### src/rtl/vga_timing_gen.sv
// Free-running VGA raster timing generator: h/v counters, active-low syncs, active-video flag,
// pixel coordinates and linear frame-buffer address, all registered and decoded from the same counts.
module vga_timing_gen #(
    parameter int unsigned H_TOTAL = 800,
    parameter int unsigned H_SYNC  = 96,
    parameter int unsigned H_BACK  = 144,
    parameter int unsigned H_FRONT = 16,
    parameter int unsigned V_TOTAL = 525,
    parameter int unsigned V_SYNC  = 2,
    parameter int unsigned V_BACK  = 34,
    parameter int unsigned V_FRONT = 11
) (
    input  logic        vga_clk,
    input  logic        reset,
    output logic        HS,
    output logic        VS,
    output logic        blank_n,
    output logic [9:0]  h_cnt,
    output logic [9:0]  v_cnt,
    output logic [9:0]  x,
    output logic [9:0]  y,
    output logic [18:0] pix_addr,
    output logic        frame_start
);
    localparam logic [9:0] H_LAST  = 10'(H_TOTAL - 1);
    localparam logic [9:0] V_LAST  = 10'(V_TOTAL - 1);
    localparam logic [9:0] H_SYNC_C = 10'(H_SYNC);
    localparam logic [9:0] V_SYNC_C = 10'(V_SYNC);
    localparam logic [9:0] H_BEG   = 10'(H_BACK);
    localparam logic [9:0] V_BEG   = 10'(V_BACK);
    localparam logic [9:0] H_END   = 10'(H_TOTAL - H_FRONT);
    localparam logic [9:0] V_END   = 10'(V_TOTAL - V_FRONT);

    logic [9:0]  h_cnt_q, h_cnt_d, v_cnt_q, v_cnt_d;
    logic [9:0]  x_q, x_d, y_q, y_d;
    logic [18:0] pix_addr_q, pix_addr_d;
    logic        hs_q, hs_d, vs_q, vs_d, blank_q, blank_d, fs_q, fs_d;
    logic        h_act, v_act;

    // Every output register is decoded from the *next* counter values, so all ports
    // describe the same raster position in any given cycle.
    always_comb begin
        h_cnt_d = h_cnt_q + 10'd1;
        v_cnt_d = v_cnt_q;
        if (h_cnt_q == H_LAST) begin
            h_cnt_d = '0;
            v_cnt_d = (v_cnt_q == V_LAST) ? '0 : v_cnt_q + 10'd1;
        end
        h_act   = (h_cnt_d >= H_BEG) && (h_cnt_d < H_END);
        v_act   = (v_cnt_d >= V_BEG) && (v_cnt_d < V_END);
        blank_d = h_act && v_act;
        hs_d    = (h_cnt_d >= H_SYNC_C);
        vs_d    = (v_cnt_d >= V_SYNC_C);
        x_d     = blank_d ? h_cnt_d - H_BEG : '0;
        y_d     = blank_d ? v_cnt_d - V_BEG : '0;
        fs_d    = (h_cnt_d == '0) && (v_cnt_d == '0);
        // Address counts pixels already emitted; it holds across blanking and after the last pixel.
        pix_addr_d = fs_d ? '0 : pix_addr_q + {18'd0, blank_q};
    end

    always_ff @(posedge vga_clk) begin
        if (reset) begin
            h_cnt_q    <= '0;
            v_cnt_q    <= '0;
            hs_q       <= 1'b0;
            vs_q       <= 1'b0;
            blank_q    <= 1'b0;
            x_q        <= '0;
            y_q        <= '0;
            pix_addr_q <= '0;
            fs_q       <= 1'b1;
        end else begin
            h_cnt_q    <= h_cnt_d;
            v_cnt_q    <= v_cnt_d;
            hs_q       <= hs_d;
            vs_q       <= vs_d;
            blank_q    <= blank_d;
            x_q        <= x_d;
            y_q        <= y_d;
            pix_addr_q <= pix_addr_d;
            fs_q       <= fs_d;
        end
    end

    assign HS          = hs_q;
    assign VS          = vs_q;
    assign blank_n     = blank_q;
    assign h_cnt       = h_cnt_q;
    assign v_cnt       = v_cnt_q;
    assign x           = x_q;
    assign y           = y_q;
    assign pix_addr    = pix_addr_q;
    assign frame_start = fs_q;
endmodule

### config.mk
export PLATFORM = sky130hd
export DESIGN_NAME = vga_timing_gen
export DESIGN_NICKNAME = d
export VERILOG_FILES = /design/src/rtl/vga_timing_gen.sv
export SDC_FILE = /design/constraint.sdc
export NUM_CORES = 1
export LEC_CHECK = 0
export ABC_AREA = 1
export ABC_CLOCK_PERIOD_IN_PS = 2100
export BUFFER_PORTS_ARGS = -buffer_cell sky130_fd_sc_hd__buf_4
export CAP_MARGIN = 25
export CORE_MARGIN = 2
export CORE_UTILIZATION = 50
export DETAILED_ROUTE_END_ITERATION = 8
export PLACE_DENSITY = 0.85
export SLEW_MARGIN = 20
export SYNTH_ARGS = -nofsm -noshare
export SYNTH_HDL_FRONTEND = slang
export SYNTH_SLANG_ARGS = --single-unit
### constraint.sdc
create_clock -name vga_clk -period 2.1 [get_ports vga_clk]
set_input_delay 0.105 -clock vga_clk [delete_from_list [all_inputs] [get_ports vga_clk]]
set_output_delay 0.105 -clock vga_clk [all_outputs]
set_load 0.02 [all_outputs]
==> impl_metrics.yaml <==
cts:
  root_buffer: "clkbuf_8"
  clock_sinks: 63
  cts_tree: "done"
  cts_buffers: 9
  clockBufferDepth: 2
  clock_latency_ns: 0.36
  htree_levels: 3
  clk_pin_slew_worst_paths_ns: 0.08
logic_synthesis:
  yosys-top-cells-area: "dfxtp_1, nor2_1, nand2_1"
  synthFlopType: "dfxtp_1"
  synth_edf_count: 0
  netlist_instances: 436
  synth_top_area_share_pct: 38.7
  synth_top_family_by_area: "simple AND/OR/NAND/NOR gates"
  yosys.area_share.simple_pct: 39.4
  netlist_area_mm2: 0.00326
  synth_common_cells: "nor2_1, nand2_1, dfxtp_1"
  synth.yosys.seq_area_share_pct: 38.7
  synth_compound_gate_area_share_pct: 2.80
  synthAdderAreaFrac_pct: 4.23
  synthDistinctLibCells: 33
  synth_fp_nets: 449
  yosys_warnings: 0
  ys_ff_latch: 63
  synth.area.mux_share_pct: 0
  synthXorXnorAreaFrac_pct: 6.45
  ys_async_sr_fraction_pct: 0
  synth.most_common_cell: "nor2_1"
  yosys.area.top_type: "dfxtp_1"
  avgSynthCellArea_um2: 7.47
final_layout:
  diodes: 0
  nFillCells: 399
  drive_gt1_share_pct: 44.9
  regArea_mm2: 0.00128
  final_nets: 583
  multi_input_area_mm2: 0.00204
  area_growth_pct: 50.2
detailed_routing:
  drc: 0
  drtIter0Drc: 275
  antenna_left: 0
  num_vias: 3547
  wl_um: 10600
  routedWlPerCell_um: 16.3
  vias_per_cell: 5.44
  first_pass_iters: 8
timing:
  timing.final.max_slew_violations: 0
  hold_viol: 0
  relSlewSlack_pct: 79.6
  worst_slew_pin_slew_ns: 0.306
  setup_viol: 42
  timing.hold.ws_ns: 0.106
  fin_crit_ns: 2.29
  fin_crit_sh_pct: 109
  rsz0062_at_grt: "true"
  fin_skew_ns: 0.00932
  fmax_mhz: 437
  worst_slack_ns: -0.188
die:
  coreArea_mm2: 0.00631
  die_h_um: 84.7
  die_w_um: 84.7
  initial_utilization_pct: 51.6
  dieArea_mm2: 0.00717
  row_count: 29
  io_pins: 65
global_routing:
  antenna_found_initial: 0
  grt.total_usage_pct: 26.1
  overflow: 0
  grt_pass1_vias: 3157
  grt_first_pass_wirelength_um: 15000
  grt_max_degree: 23
critical_path:
  crit_path_max_incr_delay_ns: 0.40
  ff2ff_setup_slack_ns: -0.19
  critPathKind: "register to register"
  r2r_start: "v_cnt[0]"
  r2r_end: "y[9]"
  cp_data_arrival_time_ns: 2.59
  slowest_stage: "dfxtp_4"
  critical_path_buf_inv_count: 3
  startpoint_type: "register"
  path_delay_family: "simple AND/OR/NAND/NOR gates"
  cp_cell_sequence: "ha_4 -> nand2_2 -> nor2_4 -> inv_1 -> buf_4 -> nand2_1 -> nand3b_1 -> nand2_2 -> nor2_4 -> nand3_4 -> a21oi_4 -> nand3_4 -> clkbuf_16 -> nor2_2"
  r2r_cells: 14
  startpoint: "v_cnt[0]"
  cp_max_fo: 5
  cp.required_ns: 2.40
  endpoint_kind: "register"
  critical_path_cell_count: 14
flow_run:
  maxCapViolCount: 0
min_path:
  hold_depth: 2
  hp-start: "reset"
  min_path_type: "primary input to register"
  holdPathEnd: "h_cnt[4]"
status:
  violations: "negative setup slack"
  status: "complete, but fails checks"
pwr:
  leakage_nw: 2.37
  finalPower_mw: 2.35
  ir_worst_vdd_mv: 0.403
  powerDensity_mw_per_mm2: 480
placed_design:
  dp_hpwl_um: 6090
  io_buffers: 64
  place.gp.congestion: 0.992
[report_power, final]
part | total (mW) | switching (mW) | internal [mW]
combinational | 0.0866 | 0.0532 | 0.0334
clock | 1.06 | 0.513 | 0.544
sequential | 1.20 | 0.00609 | 1.20
[how the worst max path moves through the flow]
stage | end | slack (ns)
floorplan | x[9] | 0.001
global placement | y[9] | -0.02
detailed placement | y[7] | -0.07
CTS | x[1] | -0.04
global route | y[9] | -0.28
finish | y[9] | -0.19
[per-layer routing]
layer	track usage [%]	vias to the layer above	routed length, um
met1	32.4	1642	4070
met5	0	-	0
met4	8.37	0	401
met2	45.0	234	5280
li1	-	1616	-
met3	5.70	55	878
[sequential cells by signal (all words and copies together) (netlist names)]
signal,count
pix_addr,19
v_cnt,10
VS,1
h_cnt,10
HS,1
frame_start,1
y,10
x,10
blank_n,1
[kinds of logic after synthesis]
logic type,after synthesis
AOI/OAI and AO/OA,16
buffers and inverters,65
adders and majority gates,11
xor gates and xnor gates,24
and+or+nand+nor,257
DFF,63
[metrics by stage]
step	utilization [%]	TNS, ns	setup slack, ns	area [um^2]	cells
3_5_place_dp	65.9	-2.04	-0.0709	4160	614
6_report	77.5	-5.86	-0.188	4890	652
3_3_place_gp	65.9	-0.0328	-0.0246	4160	614
2_1_floorplan	-	0	0.00119	3290	436
4_1_cts	73.6	-0.551	-0.0374	4650	641
5_1_grt	77.5	-8.71	-0.284	4890	652
[repair_timing]
action / in CTS / in global routing
gates cloned: 3 / 2
pin swaps: 3 / 20
hold buffers: 0 / 0
endpoints found under the setup margin: 41 / 42
gates resized for setup: 43 / 43
setup buffers: 8 / 9
[layout by cell type (no fill, tap or decap), drive strengths merged]
cell type,netlist,layout
buf,4,127
ha,11,11
a21oi,2,2
clkbuf,2,11
o22ai,1,1
nor3,6,6
xnor2,9,9
nand4,9,9
nand3,36,36
or2,1,1
dfxtp,63,63
clkinv,1,5
o21ai,12,12
nand3b,1,1
inv,58,58
clkinvlp,0,1
o21bai,1,1
nand2,95,95
xor2,15,15
nor2,109,110
bufinv,0,1
[cell type report]
type	count	area share, %
multi-input combinational	309	41.6
sequential	63	26.2
timing repair buffer	128	21.5
inverter	59	4.83
clock buffer	10	2.61
tap	77	1.97
clock inverter	6	1.25
No activity file was read; power rests on OpenSTA's default activity.
